$ cat config.mk
export PLATFORM = sky130hd
export DESIGN_NAME = imem_loader
export DESIGN_NICKNAME = d
export VERILOG_FILES = /design/src/rtl/imem_loader_pkg.sv /design/src/rtl/imem_loader_byte_packer.sv /design/src/rtl/imem_loader.sv
export SDC_FILE = /design/constraint.sdc
export NUM_CORES = 1
export LEC_CHECK = 0
export ABC_CLOCK_PERIOD_IN_PS = 2550
export CAP_MARGIN = 20
export CORE_UTILIZATION = 40
export CTS_CLUSTER_DIAMETER = 200
export CTS_CLUSTER_SIZE = 14
export DETAILED_ROUTE_END_ITERATION = 16
export PLACE_DENSITY = 0.65
export SLEW_MARGIN = 0
export SYNTH_ARGS = -nofsm -noshare
export SYNTH_HDL_FRONTEND = slang
export SYNTH_SLANG_ARGS = --single-unit
$ cat constraint.sdc
create_clock -name clk -period 2.55 [get_ports clk]
set_input_delay 0.6375 -clock clk [delete_from_list [all_inputs] [get_ports clk]]
set_output_delay 0.6375 -clock clk [all_outputs]
set_load 0.05 [all_outputs]
$ cat src/rtl/imem_loader_pkg.sv
// Shared types and constants for the boot-time instruction-memory loader.
package imem_loader_pkg;

  localparam int DEPTH          = 64;
  localparam int BYTES_PER_WORD = 4;

  typedef enum logic [2:0] {
    IDLE  = 3'd0,
    COUNT = 3'd1,
    BYTES = 3'd2,
    CLEAR = 3'd3,
    DONE  = 3'd4,
    ERROR = 3'd5
  } loader_state_t;

  // A word count is usable only if it names at least one word and fits the memory.
  function automatic logic legal_count(input logic [7:0] count, input int depth);
    return (count != 8'd0) && (int'(count) <= depth);
  endfunction

endpackage

$ cat src/rtl/imem_loader_byte_packer.sv
// Assembles little-endian stream bytes into 32-bit words; the first byte of a
// word lands in [7:0] and word_valid pulses alongside the fourth byte.
module byte_packer
  import imem_loader_pkg::*;
(
  input  logic        clk,
  input  logic        reset,
  input  logic        clear,
  input  logic        accept,
  input  logic [7:0]  data,
  output logic        word_valid,
  output logic [31:0] word
);

  logic [1:0]  byte_cnt;
  logic [23:0] low_bytes;

  // The three earlier bytes shift down so the fourth can be appended on top.
  always_ff @(posedge clk) begin
    if (!reset) begin
      byte_cnt  <= 2'd0;
      low_bytes <= 24'd0;
    end else if (clear) begin
      byte_cnt  <= 2'd0;
      low_bytes <= 24'd0;
    end else if (accept) begin
      byte_cnt  <= byte_cnt + 2'd1;
      low_bytes <= {data, low_bytes[23:8]};
    end
  end

  assign word_valid = accept && (byte_cnt == 2'(BYTES_PER_WORD - 1));
  assign word       = {data, low_bytes};

endmodule

$ cat src/rtl/imem_loader.sv
// Boot loader: receives a word count and program bytes, writes the words from
// address 0, zero-fills the rest of instruction memory, then releases the CPU.
module imem_loader
  import imem_loader_pkg::*;
#(
  parameter int N      = 32,
  parameter int ADDR_W = 6,
  parameter int DEPTH  = 2 ** ADDR_W
) (
  input  logic              clk,
  input  logic              reset,
  input  logic              start,
  input  logic              byte_valid,
  input  logic [7:0]        byte_data,
  output logic              byte_ready,
  output logic              wr_en,
  output logic [ADDR_W-1:0] wr_addr,
  output logic [N-1:0]      wr_data,
  output logic              cpu_hold,
  output logic              done,
  output logic              err
);

  localparam int CNT_W = ADDR_W + 1;

  loader_state_t    state, next_state;
  logic             accept;
  logic             load_go;
  logic             count_ok;
  logic             pack_accept;
  logic             word_valid;
  logic [N-1:0]     word;
  logic             last_word;
  logic             clear_active;
  logic [CNT_W-1:0] w_count;
  logic [CNT_W-1:0] word_cnt;
  logic [CNT_W-1:0] clr_cnt;

  assign accept       = byte_valid && byte_ready;
  assign load_go      = start && ((state == IDLE) || (state == DONE) || (state == ERROR));
  assign count_ok     = legal_count(byte_data, DEPTH);
  assign pack_accept  = accept && (state == BYTES);
  assign last_word    = word_valid && (word_cnt == (w_count - CNT_W'(1)));
  assign clear_active = (state == CLEAR) && (clr_cnt != CNT_W'(DEPTH));

  byte_packer u_packer (
    .clk        (clk),
    .reset      (reset),
    .clear      (load_go),
    .accept     (pack_accept),
    .data       (byte_data),
    .word_valid (word_valid),
    .word       (word)
  );

  always_ff @(posedge clk) begin
    if (!reset) state <= IDLE;
    else        state <= next_state;
  end

  always_comb begin
    next_state = state;
    byte_ready = 1'b0;
    case (state)
      IDLE: begin
        if (start) next_state = COUNT;
      end
      COUNT: begin
        byte_ready = 1'b1;
        if (accept) next_state = count_ok ? BYTES : ERROR;
      end
      BYTES: begin
        byte_ready = 1'b1;
        if (last_word) next_state = CLEAR;
      end
      CLEAR: begin
        if (!clear_active) next_state = DONE;
      end
      DONE, ERROR: begin
        if (start) next_state = COUNT;
      end
      default: next_state = IDLE;
    endcase
  end

  // The clear counter picks up at the word count so zero-fill continues where the image ends.
  always_ff @(posedge clk) begin
    if (!reset) begin
      w_count  <= '0;
      word_cnt <= '0;
      clr_cnt  <= '0;
    end else begin
      if (load_go)            word_cnt <= '0;
      else if (word_valid)    word_cnt <= word_cnt + CNT_W'(1);

      if ((state == COUNT) && accept && count_ok)
        w_count <= byte_data[CNT_W-1:0];

      if (last_word)          clr_cnt <= w_count;
      else if (clear_active)  clr_cnt <= clr_cnt + CNT_W'(1);
    end
  end

  always_ff @(posedge clk) begin
    if (!reset) begin
      wr_en    <= 1'b0;
      wr_addr  <= '0;
      wr_data  <= '0;
      cpu_hold <= 1'b1;
      done     <= 1'b0;
      err      <= 1'b0;
    end else begin
      wr_en <= word_valid || clear_active;
      if (word_valid) begin
        wr_addr <= word_cnt[ADDR_W-1:0];
        wr_data <= word;
      end else if (clear_active) begin
        wr_addr <= clr_cnt[ADDR_W-1:0];
        wr_data <= '0;
      end
      cpu_hold <= (next_state != DONE);
      done     <= (next_state == DONE);
      err      <= (next_state == ERROR);
    end
  end

endmodule

==> impl_metrics.tcl <==
set metrics [dict create \
    synth_edf_count 0 \
    min_from "u_packer.low_bytes[1]" \
    grt_pass1_vias 3172 \
    syn_area_sq_um 3820 \
    maxSlewHeadroom_pct 62.8 \
    insertion_delay_ns 0.36 \
    overflow 0 \
    cts_buffer_depth 2 \
    setup_tns_ns 0 \
    fin_hold_ws_ns 0.454 \
    synth_top_family_by_area "simple AND/OR/NAND/NOR gates" \
    avgSynthCellArea_sq_um 8.56 \
    tightestPinTransition_ns 0.554 \
    reg2reg_slack_ns 0.34 \
    top_usage_layer "met2" \
    cp-end-kind "flip-flop" \
    status "finished clean" \
    setup-violations-final 0 \
    skew_ns 0.0115 \
    tritoncts "built" \
    ctsHtreeMaxLevel 3 \
    r2r_end "clr_cnt[4]" \
    grt_util_met3_pct 3.48 \
    start_kind "input pin" \
    ys.warnings.count 0 \
    worstSetupPathType "input pin to flip-flop" \
    arrival_ns 2.60 \
    ir_drop_uv 288 \
    grt_pass1_wl_mm 15.2 \
    grt_max_degree 35 \
    hold_depth 2 \
    initial_core_util_pct 41.4 \
    syn-instance-count 447 \
    final_common_cell "nand2_1" \
    drt_iter0_markers 219 \
    antenna_found_initial 0 \
    fin_nets 523 \
    ys_seq_area_share_pct 48.2 \
    area_delta_synth_final_pct 24.2 \
    vias 3268 \
    multiInputGateArea_sq_um 1810 \
    crit_fanout 4 \
    synth-simple-area-share_pct 23.0 \
    most-common-layout-cells "nand2_1, dfxtp_1, a21oi_1" \
    synth_cell_types 50 \
    fmax_mhz 434 \
    via_per_inst 5.11 \
    hold_violations 0 \
    ctsHoldBuffers 0 \
    synth-xor-area-share_pct 5.27 \
    place.gp.congestion 0.872 \
    seq_area_sq_um 1840 \
    power_density_nw_per_um2 536 \
    async_flop_share_pct 0 \
    syn_nets 464 \
    holdPathEnd "wr_data[1]" \
    cts.sinks 92 \
    rsz0062_at_grt "no" \
    numCtsBuffers 9 \
    post-route-period-util_pct 90.5 \
    synth-compound-area-share_pct 15.5 \
    slew_viol_final 0 \
    avgRoutedWirePerCell_um 14.0 \
    globalRouteTotalUtil_pct 19.3 \
    ys_ff_latch 92 \
    muxShareOfSynthArea_pct 1.83 \
    reg2reg_from "w_count[0]" \
    first_pass_iters 4 \
    drt_wl_total_mm 8.95 \
    synthAdderAreaFrac_pct 1.64 \
    r2r_cells 9 \
    die_height_um 99.8 \
    ios 55 \
    leakagePower_nw 1.64 \
    path_clk_slew_ns 0.10 \
    fp.dieArea_sq_um 9960 \
    gr-usage-met2_pct 29.4 \
    synth_flop_cell "dfxtp_1" \
    min_period_ns 2.31 \
    die_w_um 99.8 \
    crit_required_ns 2.84 \
    final_layout_size_suffix_gt1_share_pct 10.6 \
    fillers 885 \
    gr-usage-met1_pct 26.7 \
    antenna_cells 0 \
    antenna_left 0 \
    port_buffers 54 \
    drc 0 \
    hp-class "flip-flop to flip-flop" \
    core_region_area_sq_um 9240 \
    rows 35 \
    dp_hpwl_mm 6.17 \
    cts-root-buf "clkbuf_8" \
    drv_cap 0 \
]
-- registers in the layout, indices dropped and copies added, names as in the netlist --
signal,count
u_packer.low_bytes,24
err,1
wr_addr,6
w_count,7
cpu_hold,1
wr_data,32
word_cnt,7
state,3
wr_en,1
u_packer.byte_cnt,2
done,1
clr_cnt,7
-- power by group --
group	total (mW)	switching (mW)	internal, mW	leakage (nW)
registers	1.45	0.0101	1.44	0.741
logic	0.149	0.0904	0.0588	0.796
clock network	0.945	0.563	0.382	0.0999
total	2.55	0.663	1.88	1.64
-- routing by layer --
| metal | part of all wire (%) | up-vias |
|---|---|---|
| met5 | 0 | - |
| met2 | 45 | 76 |
| met4 | 1.3 | 0 |
| met3 | 4.0 | 10 |
| li1 | - | 1644 |
| met1 | 49 | 1538 |
-- worst max path at each step --
stage                       from          to  cells past startpoint
floorplan           byte_data[2]  w_count[0]                      6
global placement    byte_data[2]         err                      7
detailed placement  byte_data[2]         err                      7
CTS                     state[1]  byte_ready                      3
global route        byte_data[2]        done                      7
finish              byte_data[2]         err                      7
-- critical path, cell delays in order --
cell and delay, ns:
clkdlybuf4s50_1 0.41, nor4_1 0.30, nand2_1 0.11, xnor2_1 0.46, o21bai_1 0.14, a311oi_2 0.33, a21boi_1 0.20
-- cells in the mapped netlist (2+ instances only) --
library cell  number  area (sq um)
xnor2_1           14           123
mux2i_1            7          70.1
nor4_4             2          42.5
dfxtp_1           92          1840
a211oi_2           5          62.6
a21oi_1           65           325
o21a_1             3          22.5
ha_1               5          62.6
a22oi_1            4          30.0
buf_6              3          33.8
nand2_1           96           360
and3_1             4          25.0
nand3_1           36           180
nor2_1            31           116
buf_2              6          30.0
xor2_1             9          78.8
clkbuf_1          20          75.1
nand4_1            6          37.5
nor3_1             3          15.0
inv_1              6          22.5
-- cell families (layout without fill, tap and decap cells) --
| kind of cell | after synthesis | in the layout |
|---|---|---|
| buffers and inverters | 38 | 102 |
| XOR/XNOR | 23 | 23 |
| flip-flops | 92 | 92 |
| AO/OA/AOI/OAI | 94 | 94 |
| multiplexers | 7 | 7 |
| AND/OR/NAND/NOR | 188 | 188 |
| adder cells (fa/ha/maj) | 5 | 5 |
-- through the flow --
step	utilization (%)	cell area [sq um]	power [mW]	std cells	worst slack, ns
finish	51.4	4750	2.55	640	0.243
global route	51.4	4750	2.66	640	0.121
CTS	51.4	4750	2.58	640	0.263
detailed placement	49.4	4560	1.64	624	-0.0993
global placement	49.4	4560	1.64	624	-0.0522
floorplan	-	3820	1.57	447	0.488
-- area by class of cell --
type                       count  share of cell area [%]
clock buffer                   9                    2.61
tap                          129                    3.40
clock inverter                 7                    1.37
inverter                       8                   0.632
multi-input combinational    317                    38.1
timing repair buffer          78                    15.1
sequential                    92                    38.8
-- timing repair --
action                                  4_1_cts  5_1_grt
setup buffers                                 0        0
gates resized for setup                       1        0
endpoints found under the setup margin        1        0
No activity file was read; power rests on OpenSTA's default activity.
